`config.mk`:
```
export PLATFORM = sky130hd
export DESIGN_NAME = tilt_ctrl
export DESIGN_NICKNAME = d
export VERILOG_FILES = /design/src/rtl/tilt_pkg.sv /design/src/rtl/tilt_axis.sv /design/src/rtl/tilt_ctrl.sv
export SDC_FILE = /design/constraint.sdc
export NUM_CORES = 1
export LEC_CHECK = 0
export CAP_MARGIN = 40
export CORE_MARGIN = 2
export CORE_UTILIZATION = 60
export DETAILED_ROUTE_END_ITERATION = 7
export GPL_TIMING_DRIVEN = 0
export PLACE_DENSITY_LB_ADDON = 0.3
export SYNTH_ARGS = -nofsm -noshare
export SYNTH_HDL_FRONTEND = slang
export SYNTH_SLANG_ARGS = --single-unit
```
`constraint.sdc`:
```
create_clock -name clk -period 6.88 [get_ports clk]
set_clock_uncertainty 0.2 [all_clocks]
set_input_delay 0.688 -clock clk [delete_from_list [all_inputs] [get_ports clk]]
set_output_delay 0.688 -clock clk [all_outputs]
set_load 0.05 [all_outputs]
```
`src/rtl/tilt_pkg.sv`:
```
// Shared encodings and helpers for the tilt controller.
package tilt_pkg;

    typedef enum logic [1:0] {
        DIR_NONE = 2'b00,
        DIR_POS  = 2'b01,
        DIR_NEG  = 2'b10
    } dir_t;

    typedef enum logic [1:0] {
        WAIT_READY = 2'd0,
        CAL        = 2'd1,
        RUN        = 2'd2
    } state_t;

    typedef enum logic [1:0] {
        SMP_IDLE = 2'd0,
        SMP_CAPB = 2'd1,
        SMP_CMP  = 2'd2
    } smp_t;

    function automatic logic [15:0] sat17to16(input logic [16:0] v);
        if (v[16] != v[15]) begin
            return v[16] ? 16'h8000 : 16'h7fff;
        end
        return v[15:0];
    endfunction

endpackage

```
`src/rtl/tilt_axis.sv`:
```
// One tilt axis: offset correction with saturation and a hysteretic dead-zone
// direction register.
module tilt_axis
    import tilt_pkg::*;
#(
    parameter int DEADZONE = 40,
    parameter int HYST     = 10
) (
    input  logic        clk,
    input  logic        reset,
    input  logic        clear,
    input  logic        update,
    input  logic [15:0] sample,
    input  logic [15:0] offset,
    output logic [15:0] corr,
    output logic [1:0]  dir,
    output logic [1:0]  dir_nxt
);

    localparam logic signed [16:0] ENTER_POS = 17'(DEADZONE);
    localparam logic signed [16:0] ENTER_NEG = 17'(-DEADZONE);
    localparam logic signed [16:0] EXIT_POS  = 17'(DEADZONE - HYST);
    localparam logic signed [16:0] EXIT_NEG  = 17'(HYST - DEADZONE);

    logic [16:0]        diff;
    logic [15:0]        corr_nxt;
    logic signed [16:0] corr_s;
    dir_t               dir_q;
    dir_t               dir_d;

    always_comb begin
        diff     = {sample[15], sample} - {offset[15], offset};
        corr_nxt = sat17to16(diff);
        corr_s   = {corr_nxt[15], corr_nxt};
        dir_d    = dir_q;
        if (update) begin
            case (dir_q)
                DIR_NONE: begin
                    if (corr_s > ENTER_POS)      dir_d = DIR_POS;
                    else if (corr_s < ENTER_NEG) dir_d = DIR_NEG;
                end
                // A full swing to the opposite side reverses without passing through none.
                DIR_POS: begin
                    if (corr_s < ENTER_NEG)     dir_d = DIR_NEG;
                    else if (corr_s < EXIT_POS) dir_d = DIR_NONE;
                end
                DIR_NEG: begin
                    if (corr_s > ENTER_POS)     dir_d = DIR_POS;
                    else if (corr_s > EXIT_NEG) dir_d = DIR_NONE;
                end
                default: dir_d = DIR_NONE;
            endcase
        end
    end

    always_ff @(posedge clk) begin
        if (reset || clear) begin
            corr  <= '0;
            dir_q <= DIR_NONE;
        end else if (update) begin
            corr  <= corr_nxt;
            dir_q <= dir_d;
        end
    end

    assign dir     = dir_q;
    assign dir_nxt = dir_d;

endmodule

```
`src/rtl/tilt_ctrl.sv`:
```
// Tilt controller: tear-free sampler, zero-offset calibration, two dead-zoned
// axes and auto-repeating step pulses.
module tilt_ctrl
    import tilt_pkg::*;
#(
    parameter int SAMPLE_DIV = 50000,
    parameter int CAL_LOG2   = 4,
    parameter int DEADZONE   = 40,
    parameter int HYST       = 10,
    parameter int REPEAT     = 8
) (
    input  logic        clk,
    input  logic        reset,
    input  logic        acc_ready,
    input  logic [15:0] acc_x,
    input  logic [15:0] acc_y,
    output logic        calibrated,
    output logic [15:0] x_corr,
    output logic [15:0] y_corr,
    output logic [1:0]  dir_x,
    output logic [1:0]  dir_y,
    output logic        step,
    output logic [3:0]  step_dir
);

    localparam int TW = (SAMPLE_DIV > 1) ? $clog2(SAMPLE_DIV) : 1;
    localparam int AW = 16 + CAL_LOG2;
    localparam int RW = (REPEAT > 1) ? $clog2(REPEAT + 1) : 1;

    logic          rdy_m;
    logic          rdy_s;
    logic [TW-1:0] tick_cnt;
    logic          tick;
    smp_t          smp_state;
    logic [31:0]   cap_a;
    logic [31:0]   cap_b;
    logic          sample_ok;
    logic [15:0]   smp_x;
    logic [15:0]   smp_y;

    state_t        state;
    logic [AW-1:0] sum_x;
    logic [AW-1:0] sum_y;
    logic [AW-1:0] sum_x_nxt;
    logic [AW-1:0] sum_y_nxt;
    logic [CAL_LOG2-1:0] cal_cnt;
    logic [15:0]   off_x;
    logic [15:0]   off_y;
    logic [RW-1:0] rep_cnt;

    logic          axis_update;
    logic          axis_clear;
    logic [1:0]    dir_x_nxt;
    logic [1:0]    dir_y_nxt;
    logic [3:0]    vec_new;
    logic [3:0]    vec_old;

    always_ff @(posedge clk) begin
        if (reset) begin
            rdy_m <= 1'b0;
            rdy_s <= 1'b0;
        end else begin
            rdy_m <= acc_ready;
            rdy_s <= rdy_m;
        end
    end

    assign tick = (tick_cnt == TW'(SAMPLE_DIV - 1));

    always_ff @(posedge clk) begin
        if (reset || tick) tick_cnt <= '0;
        else               tick_cnt <= tick_cnt + TW'(1);
    end

    // Double capture: a sample is only trusted once two consecutive clk reads agree.
    // Ticks that land while a capture is still resolving are dropped.
    always_ff @(posedge clk) begin
        if (reset) begin
            smp_state <= SMP_IDLE;
            cap_a     <= '0;
            cap_b     <= '0;
        end else begin
            case (smp_state)
                SMP_IDLE: begin
                    if (tick) begin
                        cap_a     <= {acc_x, acc_y};
                        smp_state <= SMP_CAPB;
                    end
                end
                SMP_CAPB: begin
                    cap_b     <= {acc_x, acc_y};
                    smp_state <= SMP_CMP;
                end
                SMP_CMP: begin
                    if (cap_a == cap_b) begin
                        smp_state <= SMP_IDLE;
                    end else begin
                        cap_a <= cap_b;
                        cap_b <= {acc_x, acc_y};
                    end
                end
                default: smp_state <= SMP_IDLE;
            endcase
        end
    end

    assign sample_ok = (smp_state == SMP_CMP) && (cap_a == cap_b);
    assign smp_x     = cap_b[31:16];
    assign smp_y     = cap_b[15:0];

    assign sum_x_nxt   = sum_x + {{CAL_LOG2{smp_x[15]}}, smp_x};
    assign sum_y_nxt   = sum_y + {{CAL_LOG2{smp_y[15]}}, smp_y};
    assign axis_update = sample_ok && (state == RUN) && rdy_s;
    assign axis_clear  = (state == RUN) && !rdy_s;
    assign vec_new     = {dir_y_nxt, dir_x_nxt};
    assign vec_old     = {dir_y, dir_x};

    tilt_axis #(
        .DEADZONE (DEADZONE),
        .HYST     (HYST)
    ) u_axis_x (
        .clk     (clk),
        .reset   (reset),
        .clear   (axis_clear),
        .update  (axis_update),
        .sample  (smp_x),
        .offset  (off_x),
        .corr    (x_corr),
        .dir     (dir_x),
        .dir_nxt (dir_x_nxt)
    );

    tilt_axis #(
        .DEADZONE (DEADZONE),
        .HYST     (HYST)
    ) u_axis_y (
        .clk     (clk),
        .reset   (reset),
        .clear   (axis_clear),
        .update  (axis_update),
        .sample  (smp_y),
        .offset  (off_y),
        .corr    (y_corr),
        .dir     (dir_y),
        .dir_nxt (dir_y_nxt)
    );

    always_ff @(posedge clk) begin
        if (reset) begin
            state      <= WAIT_READY;
            sum_x      <= '0;
            sum_y      <= '0;
            cal_cnt    <= '0;
            off_x      <= '0;
            off_y      <= '0;
            calibrated <= 1'b0;
            step       <= 1'b0;
            step_dir   <= '0;
            rep_cnt    <= '0;
        end else begin
            step <= 1'b0;
            case (state)
                WAIT_READY: begin
                    if (rdy_s) begin
                        sum_x   <= '0;
                        sum_y   <= '0;
                        cal_cnt <= '0;
                        state   <= CAL;
                    end
                end
                CAL: begin
                    if (!rdy_s) begin
                        state <= WAIT_READY;
                    end else if (sample_ok) begin
                        sum_x   <= sum_x_nxt;
                        sum_y   <= sum_y_nxt;
                        cal_cnt <= cal_cnt + CAL_LOG2'(1);
                        if (cal_cnt == '1) begin
                            // The mean of 16-bit samples always fits 16 bits, so the
                            // arithmetic shift reduces to a bit slice.
                            off_x      <= sum_x_nxt[CAL_LOG2 +: 16];
                            off_y      <= sum_y_nxt[CAL_LOG2 +: 16];
                            calibrated <= 1'b1;
                            state      <= RUN;
                        end
                    end
                end
                RUN: begin
                    if (!rdy_s) begin
                        calibrated <= 1'b0;
                        step_dir   <= '0;
                        rep_cnt    <= '0;
                        state      <= WAIT_READY;
                    end else if (sample_ok) begin
                        if (vec_new != '0) begin
                            if (vec_new != vec_old || rep_cnt == RW'(REPEAT - 1)) begin
                                step     <= 1'b1;
                                step_dir <= vec_new;
                                rep_cnt  <= '0;
                            end else begin
                                rep_cnt <= rep_cnt + RW'(1);
                            end
                        end else begin
                            rep_cnt <= '0;
                        end
                    end
                end
                default: state <= WAIT_READY;
            endcase
        end
    end

endmodule

```
==> impl_metrics.json <==
{
  "max_stage_delay_ns": 0.58,
  "rsz0062_at_grt": "no",
  "start_util_pct": 61.39,
  "grt_overflow": 0,
  "required_ns": 7.07,
  "max-vdd-ir-drop_uv": 199.1,
  "power_mw": 2.645,
  "tightestPinTransition_ns": 0.8253,
  "internal_power_mw": 2.089,
  "hp-class": "flop to flop",
  "vias_per_cell": 6.249,
  "crit_path_top_delay_cell": "dfxtp_1",
  "cts-resized-gates": 0,
  "final_cell_area_um2": 14400,
  "via_count": 11700,
  "crit_path_end": "step_dir[0]",
  "drive_gt1_share_pct": 5.243,
  "p_sw_mw": 0.5566,
  "grt_max_degree": 14,
  "htreeDepth": 1,
  "clk_path_buf_depth": 3,
  "p_sw_share_pct": 21.04,
  "track_usage_pct": 31.16,
  "num-fill-cells": 1619,
  "yosys.cell_types.count": 91,
  "crit_chain": "ha_1 -> nor2b_1 -> o2111ai_1 -> nand4b_1 -> a311oi_1 -> o21bai_1 -> a21oi_1 -> xnor2_1 -> ha_1 -> buf_2 -> buf_2 -> clkbuf_1 -> nor2_1 -> nor3b_1 -> nand4b_1 -> o21a_1 -> a211oi_1 -> nand2_1 -> a311o_1 -> o311a_1 -> a32oi_2 -> o31ai_2",
  "p_leak_nw": 5.890,
  "period_needed_ns": 6.320,
  "dp_hpwl_um": 26750,
  "slew-limit-headroom_pct": 44.78,
  "antenna_left": 0,
  "synthTopCellsByArea": "dfxtp_1 (33%), ha_1 (7.7%), nor2_1 (6.8%), mux2i_1 (4.9%), xor2_1 (4.0%)",
  "area.growth.synth_to_final_pct": 15.58,
  "yosysTopAreaCell": "dfxtp_1",
  "grt_pass1_vias": 11070,
  "clock.fmax_mhz": 158.2,
  "clk_latency_ns": 0.52,
  "final-seq-area_um2": 4164,
  "dpl_cell_area_um2": 13570,
  "yosys.area.top_type_share_pct": 33.41,
  "yosys_warnings": 0,
  "cts.hold.buffers_added": 0,
  "wl_um": 34870,
  "synth_seq_cells": 208,
  "cts_buffers": 23,
  "yosys-top-cells-count": "nor2_1 (227), dfxtp_1 (208), a21oi_1 (91)",
  "drcViolationCount": 0,
  "syn_nets": 1600,
  "coreArea_um2": 20300,
  "die_h_um": 148.1,
  "synth.most_common_cell": "nor2_1",
  "crit_type": "flop to flop",
  "cp-end-kind": "flop",
  "max_cap_viol_count": 0,
  "ys_seq_area_share_pct": 33.41,
  "place_congestion": 0.9316,
  "synth_cells": 1484,
  "place.port_buffers": 76,
  "die-area_um2": 21940,
  "startpoint": "cap_b[17]",
  "synth_area_um2": 12460,
  "num_rows": 52,
  "synthArstFlopShare_pct": 0,
  "path_clk_slew_ns": 0.06,
  "power_frac_comb_pct": 2.8,
  "antenna_found_initial": 0,
  "post_cts_buffers": 0,
  "drt_iter0_markers": 941,
  "fin_crit_sh_pct": 91.86,
  "ff2ff_setup_slack_ns": 0.56,
  "final_max_slew_viol_count": 0,
  "arrival_ns": 6.51,
  "die_x_um": 148.1,
  "crit_path_start_kind": "flop",
  "r2r_start": "cap_b[17]",
  "n_antenna_cell": 0,
  "cts_tree": "done",
  "timing.rr.end": "step_dir[0]",
  "synth_ff_type": "dfxtp_1",
  "nets": 1702,
  "syn_avg_cell_area_um2": 8.398,
  "grt_first_pass_wirelength_um": 55820,
  "num_io_pins": 77,
  "share_seq_of_total_power_pct": 45.7,
  "outcome": "finished, final reports clean",
  "synth_edf_count": 0,
  "clkSinkCount": 208,
  "cts_root_buffer": "clkbuf_16",
  "p_clk_share_pct": 51.5,
  "worstPathMaxFanout": 10,
  "finalHoldViolations": 0,
  "multi_input_area_um2": 7762,
  "rr_worst_depth": 22,
  "p_per_area_nw_per_um2": 183.7,
  "wl_per_cell_um": 18.63,
  "setup_tns_ns": 0,
  "setup_violations": 0,
  "drt-pass1-iter-count": 5
}
==> cells by family after synthesis <==
logic type	synth area share [%]
compound gates	22.28
xor+xnor	7.028
mux	5.080
buf+inv	4.297
simple gates	19.53
fa+ha+maj	8.373
flops	33.41
==> per-layer routing <==
layer	GRT usage [%]	part of all wire, %	routed length [um]
met2	52.71	47	16220
met1	41.05	43	14990
met4	11.14	3.3	1141
met3	4.018	7.2	2522
met5	0	0	0
==> worst min path at each step <==
| stage | startpoint | end | slack (ns) | cells past startpoint |
|---|---|---|---|---|
| CTS | tick_cnt[0] | tick_cnt[0] | 0.25 | 1 |
| floorplan | tick_cnt[0] | tick_cnt[0] | 0.21 | 1 |
| detailed placement | tick_cnt[0] | tick_cnt[0] | 0.24 | 1 |
| finish | tick_cnt[0] | tick_cnt[0] | 0.25 | 1 |
| global route | u_axis_y.corr[2] | u_axis_y.corr[2] | 0.27 | 2 |
| global placement | rdy_m | rdy_s | 0.23 | 1 |
==> through the flow <==
| step | util [%] | setup slack (ns) | std cells | hold WS, ns |
|---|---|---|---|---|
| 3_3_place_gp | 66.80 | 0.8982 | 1830 | 0.2322 |
| 3_5_place_dp | 66.86 | 0.8170 | 1831 | 0.2355 |
| 4_1_cts | 70.96 | 0.7392 | 1872 | 0.2487 |
| 2_1_floorplan | - | 1.646 | 1484 | 0.2132 |
| 6_report | 70.96 | 0.5603 | 1872 | 0.2526 |
| 5_1_grt | 70.96 | 0.1642 | 1872 | 0.2664 |
==> registers in the layout, summed over array words and instances, names as in the netlist, 2 cells and up <==
name and flops:
cal_cnt 4, cap_a 32, cap_b 32, off_x 16, off_y 16, rep_cnt 4
smp_state 2, state 2, step_dir 4, sum_x 20, sum_y 20, tick_cnt 16
u_axis_x.corr 16, u_axis_x.dir 2, u_axis_y.corr 16, u_axis_y.dir 2
==> cell usage in the layout (no fill, tap or decap), drive strengths merged, types with 11 or more instances in the layout <==
cell type,count
nor2,227
dfxtp,208
a21oi,92
clkbuf,91
ha,77
clkdlybuf4s50,76
nand2,72
inv,68
mux2i,61
xor2,57
o21ai,53
a211oi,51
xnor2,43
nand3,36
a22oi,33
nor3,33
a21o,22
a31oi,20
and3,17
o31ai,17
nand2b,16
nor4,16
o211ai,15
nor2b,14
or3,13
and2,12
nand4,11
buf,11
==> layout make-up <==
cell class	count	share of cell area, %
multi-input cells	1139	53.89
flip-flops and latches	208	28.91
repair buffers	77	5.360
clock buffers	33	4.604
well taps	270	2.345
plain buffers	69	1.946
inverters	68	1.772
clock inverters	8	1.173
==> power by group through the flow <==
stage | Combinational, mW | Clock (mW) | Sequential (mW)
finish | 0.0741 | 1.36 | 1.21
global route | 0.0776 | 1.41 | 1.21
CTS | 0.0723 | 1.37 | 1.21
detailed placement | 0.0718 | 0 | 1.23
global placement | 0.0713 | 0 | 1.23
floorplan | 0.0304 | 0 | 1.23
==> worst max-delay path, delay by kind of cell (launching register included) <==
kind	cells	cell delay, ns
fa+ha+maj	2	0.63
buf+inv	3	0.82
simple gates	6	1.06
flops	1	0.58
compound gates	10	2.76
xor+xnor	1	0.13
Note: power is estimated with default switching activity, not from simulation.
